File: src/rtl/mem_arbiter_if.sv
// mem_arbiter_if: two requester ports and the data-memory bus served by mem_arbiter.
interface mem_arbiter_if;
    logic        p0_req, p0_we, p0_gnt, p0_done, p0_err;
    logic [2:0]  p0_funct3;
    logic [31:0] p0_addr, p0_wdata, p0_rdata;
    logic        p1_req, p1_we, p1_gnt, p1_done, p1_err;
    logic [2:0]  p1_funct3;
    logic [31:0] p1_addr, p1_wdata, p1_rdata;
    logic        mem_we;
    logic [31:0] mem_addr, mem_wd, mem_instr, mem_rd;
    modport slave (
        input  p0_req, p0_we, p0_funct3, p0_addr, p0_wdata,
        input  p1_req, p1_we, p1_funct3, p1_addr, p1_wdata, mem_rd,
        output p0_gnt, p0_done, p0_err, p0_rdata,
        output p1_gnt, p1_done, p1_err, p1_rdata,
        output mem_we, mem_addr, mem_wd, mem_instr
    );
    modport master (
        output p0_req, p0_we, p0_funct3, p0_addr, p0_wdata,
        output p1_req, p1_we, p1_funct3, p1_addr, p1_wdata, mem_rd,
        input  p0_gnt, p0_done, p0_err, p0_rdata,
        input  p1_gnt, p1_done, p1_err, p1_rdata,
        input  mem_we, mem_addr, mem_wd, mem_instr
    );
endinterface

File: src/rtl/mem_arbiter.sv
// mem_arbiter: two-port data-memory arbiter, 3-cycle IDLE/ACCESS/RESP handshake,
// port 0 priority with a starvation guard for port 1 and a misalignment check.
module mem_arbiter #(
    parameter int STARVE_LIMIT = 4
) (
    input logic          clk,
    input logic          reset,
    mem_arbiter_if.slave bus
);
    localparam int CW = $clog2(STARVE_LIMIT + 1);
    localparam logic [CW-1:0] LIM = CW'(STARVE_LIMIT);
    localparam logic [1:0] IDLE = 2'd0, ACCESS = 2'd1, RESP = 2'd2;

    logic [1:0]    state_q, state_d;
    logic          port_q, port_d, we_q, we_d;
    logic [2:0]    f3_q, f3_d;
    logic [31:0]   addr_q, addr_d, wd_q, wd_d, rdata_q, rdata_d;
    logic [CW-1:0] cnt_q, cnt_d;
    logic          pick1, grant, mis, resp;

    always_comb begin
        pick1   = bus.p1_req && (!bus.p0_req || cnt_q == LIM);
        // gated by reset so no grant can leak out while reset is held
        grant   = state_q == IDLE && reset && (bus.p0_req || bus.p1_req);
        mis     = (f3_q == 3'b010 && addr_q[1:0] != 2'b00) ||
                  ((f3_q == 3'b001 || f3_q == 3'b101) && addr_q[0]);
        resp    = state_q == RESP;
        state_d = grant ? ACCESS : state_q == ACCESS ? RESP : state_q == RESP ? IDLE : state_q;
        port_d  = grant ? pick1 : port_q;
        we_d    = grant ? (pick1 ? bus.p1_we : bus.p0_we) : we_q;
        f3_d    = grant ? (pick1 ? bus.p1_funct3 : bus.p0_funct3) : f3_q;
        addr_d  = grant ? (pick1 ? bus.p1_addr : bus.p0_addr) : addr_q;
        wd_d    = grant ? (pick1 ? bus.p1_wdata : bus.p0_wdata) : wd_q;
        cnt_d   = !grant ? cnt_q : pick1 ? '0 :
                  (bus.p1_req && cnt_q != LIM) ? cnt_q + CW'(1) : cnt_q;
        rdata_d = state_q == ACCESS ? ((we_q || mis) ? '0 : bus.mem_rd) : rdata_q;
    end

    always_ff @(posedge clk or negedge reset) begin
        if (!reset) begin
            state_q <= IDLE;
            port_q  <= 1'b0;
            we_q    <= 1'b0;
            f3_q    <= '0;
            addr_q  <= '0;
            wd_q    <= '0;
            rdata_q <= '0;
            cnt_q   <= '0;
        end else begin
            state_q <= state_d;
            port_q  <= port_d;
            we_q    <= we_d;
            f3_q    <= f3_d;
            addr_q  <= addr_d;
            wd_q    <= wd_d;
            rdata_q <= rdata_d;
            cnt_q   <= cnt_d;
        end
    end

    assign bus.p0_gnt    = grant && !pick1;
    assign bus.p1_gnt    = grant && pick1;
    assign bus.p0_done   = resp && !port_q;
    assign bus.p1_done   = resp && port_q;
    assign bus.p0_err    = bus.p0_done && mis;
    assign bus.p1_err    = bus.p1_done && mis;
    assign bus.p0_rdata  = bus.p0_done ? rdata_q : '0;
    assign bus.p1_rdata  = bus.p1_done ? rdata_q : '0;
    assign bus.mem_we    = state_q == ACCESS && we_q && !mis;
    assign bus.mem_addr  = addr_q;
    assign bus.mem_wd    = wd_q;
    assign bus.mem_instr = {17'b0, f3_q, 12'b0};
endmodule

File: src/flat_wrapper.sv
// flat-port wrapper written by rule: the top's interface ports become plain ports
module mem_arbiter_flat 
#(
    parameter int STARVE_LIMIT = 4
)
  (clk, reset, bus_p0_req, bus_p0_we, bus_p0_funct3, bus_p0_addr, bus_p0_wdata, bus_p1_req, bus_p1_we, bus_p1_funct3, bus_p1_addr, bus_p1_wdata, bus_mem_rd, bus_p0_gnt, bus_p0_done, bus_p0_err, bus_p0_rdata, bus_p1_gnt, bus_p1_done, bus_p1_err, bus_p1_rdata, bus_mem_we, bus_mem_addr, bus_mem_wd, bus_mem_instr);
  mem_arbiter_if bus_i ();
  input logic clk;
  input logic reset;
  input wire logic [$bits(bus_i.p0_req)-1:0] bus_p0_req;
  input wire logic [$bits(bus_i.p0_we)-1:0] bus_p0_we;
  input wire logic [$bits(bus_i.p0_funct3)-1:0] bus_p0_funct3;
  input wire logic [$bits(bus_i.p0_addr)-1:0] bus_p0_addr;
  input wire logic [$bits(bus_i.p0_wdata)-1:0] bus_p0_wdata;
  input wire logic [$bits(bus_i.p1_req)-1:0] bus_p1_req;
  input wire logic [$bits(bus_i.p1_we)-1:0] bus_p1_we;
  input wire logic [$bits(bus_i.p1_funct3)-1:0] bus_p1_funct3;
  input wire logic [$bits(bus_i.p1_addr)-1:0] bus_p1_addr;
  input wire logic [$bits(bus_i.p1_wdata)-1:0] bus_p1_wdata;
  input wire logic [$bits(bus_i.mem_rd)-1:0] bus_mem_rd;
  output wire logic [$bits(bus_i.p0_gnt)-1:0] bus_p0_gnt;
  output wire logic [$bits(bus_i.p0_done)-1:0] bus_p0_done;
  output wire logic [$bits(bus_i.p0_err)-1:0] bus_p0_err;
  output wire logic [$bits(bus_i.p0_rdata)-1:0] bus_p0_rdata;
  output wire logic [$bits(bus_i.p1_gnt)-1:0] bus_p1_gnt;
  output wire logic [$bits(bus_i.p1_done)-1:0] bus_p1_done;
  output wire logic [$bits(bus_i.p1_err)-1:0] bus_p1_err;
  output wire logic [$bits(bus_i.p1_rdata)-1:0] bus_p1_rdata;
  output wire logic [$bits(bus_i.mem_we)-1:0] bus_mem_we;
  output wire logic [$bits(bus_i.mem_addr)-1:0] bus_mem_addr;
  output wire logic [$bits(bus_i.mem_wd)-1:0] bus_mem_wd;
  output wire logic [$bits(bus_i.mem_instr)-1:0] bus_mem_instr;
  assign bus_i.p0_req = bus_p0_req;
  assign bus_i.p0_we = bus_p0_we;
  assign bus_i.p0_funct3 = bus_p0_funct3;
  assign bus_i.p0_addr = bus_p0_addr;
  assign bus_i.p0_wdata = bus_p0_wdata;
  assign bus_i.p1_req = bus_p1_req;
  assign bus_i.p1_we = bus_p1_we;
  assign bus_i.p1_funct3 = bus_p1_funct3;
  assign bus_i.p1_addr = bus_p1_addr;
  assign bus_i.p1_wdata = bus_p1_wdata;
  assign bus_i.mem_rd = bus_mem_rd;
  assign bus_p0_gnt = bus_i.p0_gnt;
  assign bus_p0_done = bus_i.p0_done;
  assign bus_p0_err = bus_i.p0_err;
  assign bus_p0_rdata = bus_i.p0_rdata;
  assign bus_p1_gnt = bus_i.p1_gnt;
  assign bus_p1_done = bus_i.p1_done;
  assign bus_p1_err = bus_i.p1_err;
  assign bus_p1_rdata = bus_i.p1_rdata;
  assign bus_mem_we = bus_i.mem_we;
  assign bus_mem_addr = bus_i.mem_addr;
  assign bus_mem_wd = bus_i.mem_wd;
  assign bus_mem_instr = bus_i.mem_instr;
  mem_arbiter #(.STARVE_LIMIT(STARVE_LIMIT)) u_core (.clk(clk), .reset(reset), .bus(bus_i));
endmodule
File: config.mk
export PLATFORM = sky130hd
export DESIGN_NAME = mem_arbiter_flat
export DESIGN_NICKNAME = d
export VERILOG_FILES = /design/src/rtl/mem_arbiter_if.sv /design/src/rtl/mem_arbiter.sv /design/src/flat_wrapper.sv
export SDC_FILE = /design/constraint.sdc
export NUM_CORES = 1
export LEC_CHECK = 0
export CAP_MARGIN = 0
export CORE_ASPECT_RATIO = 0.8
export CORE_MARGIN = 4
export CORE_UTILIZATION = 34
export DETAILED_ROUTE_END_ITERATION = 7
export PLACE_DENSITY_LB_ADDON = 0.15
export SETUP_SLACK_MARGIN = 0.3
export SLEW_MARGIN = 10
export SYNTH_ARGS = -nofsm -noshare
export SYNTH_HDL_FRONTEND = slang
export SYNTH_SLANG_ARGS = --single-unit
export TNS_END_PERCENT = 50
File: constraint.sdc
create_clock -name clk -period 1.6 [get_ports clk]
set_clock_uncertainty 0.1 [all_clocks]
set_input_delay 0.24 -clock clk [delete_from_list [all_inputs] [get_ports clk]]
set_output_delay 0.24 -clock clk [all_outputs]
set_load 0.01 [all_outputs]
Word-level counts from Yosys, hierarchy flattened. Cells that the tools add are included.

Bits in registers: 106. Input port bits: 172. Output and inout bits: 167. Word-level logic and storage cells: 56.

Add/sub/neg operators: 1. Equality and inequality tests: 7. Multiplexer cells: 12. Reductions and logical operators: 28.

Operator list (number): 32-bit two-way mux (5); 1-bit logical AND (14); 3-bit two-way mux (3); 3-bit equality test, second input constant (2); 2-bit two-way mux (3); 1-bit logical OR (5); 1-bit zero test (4); 2-bit nonzero test (2); 3-bit by 1-bit adder with 3-bit output, second input constant (1); 3-bit by 1-bit equality test with 1-bit output, second input constant (1); 3-bit by 2-bit equality test with 1-bit output, second input constant (1); 3-bit != test, second input constant (1); 3-bit nonzero test (1); 2-bit by 1-bit equality test with 1-bit output, second input constant (1); 2-bit equality test, second input constant (1); 2-bit zero test (1); 2-bit AND reduction (1); 1-bit two-way mux (1).

Longest topological paths before layout.
Depth in word-level cells: 6. Depth in mapped cells: 6. Gate-level depth less buffers: 5.

Worst setup path before layout. Ideal clock, no wire load.

Kind: reg-to-output. Start point: register u_core.state_q[0]. End point: output port bus_p0_rdata[22]. Arrival: 1459 ps. Required time: 1260 ps. Path slack: -199 ps. Cell stages (with the launch flop): 6. Buffers on the path: 1. Cells stage by stage: dfrtp_1 > inv_1 > ha_1 > nor2b_1 > clkbuf_1 > and2_1.

Cells in the longest elaborated chain, start to end: 3.

Ends and longest elaborated chain: from (decl) (line mem_arbiter.sv:14) `logic [1:0] state_q, state_d;`; from (signal assigned) (line mem_arbiter.sv:50) `state_q <= state_d;`; 2-bit equality test (line mem_arbiter.sv:27) `resp = state_q == RESP;`; 1-bit logical AND (line mem_arbiter.sv:63) `assign bus.p0_done = resp && !port_q;`; via bus_p0_done (line flat_wrapper.sv:22) `output wire logic [$bits(bus_i.p0_done)-1:0] bus_p0_done;`; 32-bit two-way mux (line mem_arbiter.sv:67) `assign bus.p0_rdata = bus.p0_done ? rdata_q : '0;`; to (decl) (line flat_wrapper.sv:24) `output wire logic [$bits(bus_i.p0_rdata)-1:0] bus_p0_rdata;`.

The timed path passes the listed nets, and every way through them passes these cells.

Final worst setup path.
Start point: register u_core.state_q[1]. End point: register u_core.addr_q[4], in the netlist u_core.bus.mem_addr[4].

Cells in the longest elaborated chain, start to end: 3.

Ends and longest elaborated chain: 2-bit zero test (line mem_arbiter.sv:24) `grant = state_q == IDLE && reset && (bus.p0_req || bus.p1_req);`; 1-bit logical AND (2 in a row) (line mem_arbiter.sv:24); to (signal assigned) (line mem_arbiter.sv:54) `addr_q <= addr_d;`; to (decl) (line mem_arbiter.sv:17) `logic [31:0] addr_q, addr_d, wd_q, wd_d, rdata_q, rdata_d;`.

No other way between the ends. A chain may end at the register's enable or synchronous reset.

==> flow_summary.json <==
{
  "grt_pass1_vias": 5352,
  "dr.pass1.iters": 4,
  "endpoint_kind": "flop",
  "die_area_mm2": 0.0184,
  "tightestPinTransition_ps": 676,
  "p_total_mw": 16.5,
  "fin_crit_sh": 1.27,
  "yosys_warnings": 0,
  "yosysTopAreaCellShare": 0.479,
  "initial_core_util": 0.349,
  "placed_cell_area_mm2": 0.00888,
  "cpMostUsedCell": "buf_6",
  "drt_iter0_markers": 298,
  "layout.nets": 1013,
  "setup_viol": 177,
  "hold_ws_ps": -6.94,
  "crit_path_top_delay_cell": "dfrtp_1",
  "timing.fmax_mhz": 492,
  "vias": 5274,
  "power.leakage_nw": 5.36,
  "power_density_mw_per_mm2": 1600,
  "fin_crit_ps": 2030,
  "wirelength_um": 21500,
  "cts_root_buffer": "clkbuf_16",
  "synth_area_mm2": 0.00553,
  "crit_path_start_kind": "flop",
  "core_region_area_mm2": 0.0159,
  "violations": "negative hold slack, negative setup slack",
  "fin_ws_ps": -434,
  "slew_headroom": 0.549,
  "grt_pass1_wl_um": 30100,
  "grt_max_degree": 53,
  "synth.avg_cell_area_um2": 11.5,
  "drc_errors": 0,
  "ys_seq_area_frac": 0.479,
  "gp_congestion": 0.797,
  "slew_violations": 0,
  "synthCells": 481,
  "hpwl_um": 13900,
  "synth-compound-area-share": 0.193,
  "ys_types": 32,
  "critPathMaxFanout": 9,
  "ant_nets": 0,
  "crit_buf_inv": 5,
  "syn2layout_area_growth_pct": 86.2,
  "ys_ff_latch": 106,
  "synthMuxAreaShare": 0.00203,
  "ir_drop_uv": 765,
  "cp.arrival_ps": 2150,
  "instances_no_fill": 1055,
  "cts_sinks": 106,
  "die_w_um": 151,
  "port_buffers": 309,
  "mostFrequentLayoutCells": "clkdlybuf4s50_1 (171), dfrtp_1 (106), and2_4 (77)",
  "fin_area_mm2": 0.0103,
  "synth-simple-area-share": 0.206,
  "htreeDepth": 3,
  "status": "finished, violations left",
  "crit_chain": "buf_6 > inv_6 > ha_4 > buf_6 > o211ai_4 > buf_4 > clkbuf_16 > and2_0 > a221o_1",
  "synth_top_family_by_area": "simple AND/OR/NAND/NOR gates",
  "crit_family": "buffers and inverters",
  "routed_via_density": 5.00,
  "clk_latency_ps": 340,
  "clk_pin_slew_ps": 70,
  "fp.dieH_um": 122,
  "cts_max_path_buffers": 2,
  "critPathRequiredTime_ps": 1720,
  "synth_ff_type": "dfrtp_1",
  "worst-setup-path-type": "flop to flop",
  "overflow": 0,
  "antenna_cells": 0,
  "final_common_cell": "clkdlybuf4s50_1",
  "synth_top_area_cell": "dfrtp_1",
  "cpPeakStageDelay_ps": 430,
  "drive_gt1_frac": 0.377,
  "rsz0062_at_grt": "yes",
  "cts_buffers": 9,
  "fillers": 1206,
  "cap_violations": 0,
  "dp.cells": 999,
  "io_pins": 339,
  "synth_edf_count": 0,
  "cts_tree": "done",
  "antenna_found_initial": 0,
  "grt_use_total": 0.213,
  "async_flop_share": 1.00,
  "yosys.area_share.adder": 0.0136,
  "synthTopCellsByArea": "dfrtp_1 (48%), a221o_1 (12%), and2_0 (7.7%)",
  "rows": 41,
  "hold_viol": 33,
  "wl_per_cell_um": 20.4,
  "synthXorXnorAreaFrac": 0.00158,
  "hp-class": "input port to asynchronous set/reset pin"
}
==> state kept, by name, summed over array words and instances (netlist names) <==
register             count
u_core.f3_q              3
u_core.state_q           2
u_core.port_q            1
u_core.bus.mem_addr     32
u_core.rdata_q          32
u_core.bus.mem_wd       32
u_core.we_q              1
u_core.cnt_q             3
==> logic make-up after synthesis <==
kind of cell,count (synthesis)
simple gates,181
compound gates,110
flops,106
buf+inv,75
fa+ha+maj,6
other cells,1
xor+xnor,1
mux,1
==> power breakdown <==
part | internal, mW | switching, mW
registers | 3.87 | 0.815
clock network | 1.22 | 1.01
logic | 5.82 | 3.81
==> stage by stage <==
stage	TNS, ps	util	setup slack, ps
finish	-55110	0.650	-434
global route	-65340	0.650	-474
CTS	-55200	0.605	-418
detailed placement	-54410	0.560	-436
global placement	-48730	0.560	-390
floorplan	0	-	49.0
==> path summary, 6_finish.rpt <==
path                                                     from                             endpoint  slack (ps)  cells past startpoint
max in group asynchronous                               reset  u_core.bus.mem_addr[13]$_DFFE_PN0P_         820                      3
setup reg to reg                u_core.state_q[1]$_DFFE_PN0P_   u_core.bus.mem_addr[4]$_DFFE_PN0P_        -430                      9
hold / removal                                          reset     u_core.bus.mem_wd[0]$_DFFE_PN0P_          -7                      2
hold reg to reg            u_core.bus.mem_addr[5]$_DFFE_PN0P_   u_core.bus.mem_addr[5]$_DFFE_PN0P_         490                      2
min in group clk                                        reset          u_core.cnt_q[2]$_DFFE_PN0P_         360                      5
setup / recovery                u_core.state_q[1]$_DFFE_PN0P_   u_core.bus.mem_addr[4]$_DFFE_PN0P_        -430                      9
==> layer usage <==
metal | vias up | global-route usage | wire (um)
li1 | 2407 | - | -
met5 | - | 0 | 0
met3 | 35 | 0.0491 | 1670
met1 | 2588 | 0.271 | 8720
met4 | 0 | 0.0668 | 521
met2 | 244 | 0.360 | 10600
==> repair_timing <==
item                                   in CTS  in global routing
hold buffers                                1                  0
endpoints found under the hold margin       2                  0
cloned                                     12                  6
pin swaps                                   4                 13
gates resized for setup                   366                218
setup buffers                              12                  9
setup endpoints to repair                 244                244
==> synth_stat cells, drive strengths merged, types with 2 or more instances <==
| cell | count |
|---|---|
| inv | 6 |
| a221o | 68 |
| a31o | 32 |
| nand3 | 2 |
| nor2 | 3 |
| a21boi | 3 |
| buf | 55 |
| nand2b | 2 |
| dfrtp | 106 |
| nand2 | 4 |
| o21ai | 3 |
| and2 | 101 |
| nor2b | 33 |
| ha | 6 |
| and3 | 32 |
| clkbuf | 14 |
==> worst register-to-register path, stage by stage, from the launching register on <==
cell       delay (ps)
dfrtp_1           430
buf_6             140
inv_6              50
ha_4              170
buf_6             110
o211ai_4          150
buf_4             200
clkbuf_16         160
and2_0            140
a221o_1           270
==> cell type report <==
type                            count  area, um^2  area share
Clock inverter                      6        66.3     0.00643
Multi-Input combinational cell    328        2810       0.273
Sequential cell                   106        2650       0.257
Clock buffer                       10         229      0.0222
Tap cell                          215         269      0.0261
Inverter                            6        27.5     0.00267
Timing Repair Buffer              384        4250       0.413
(Power assumes the default switching activity.)
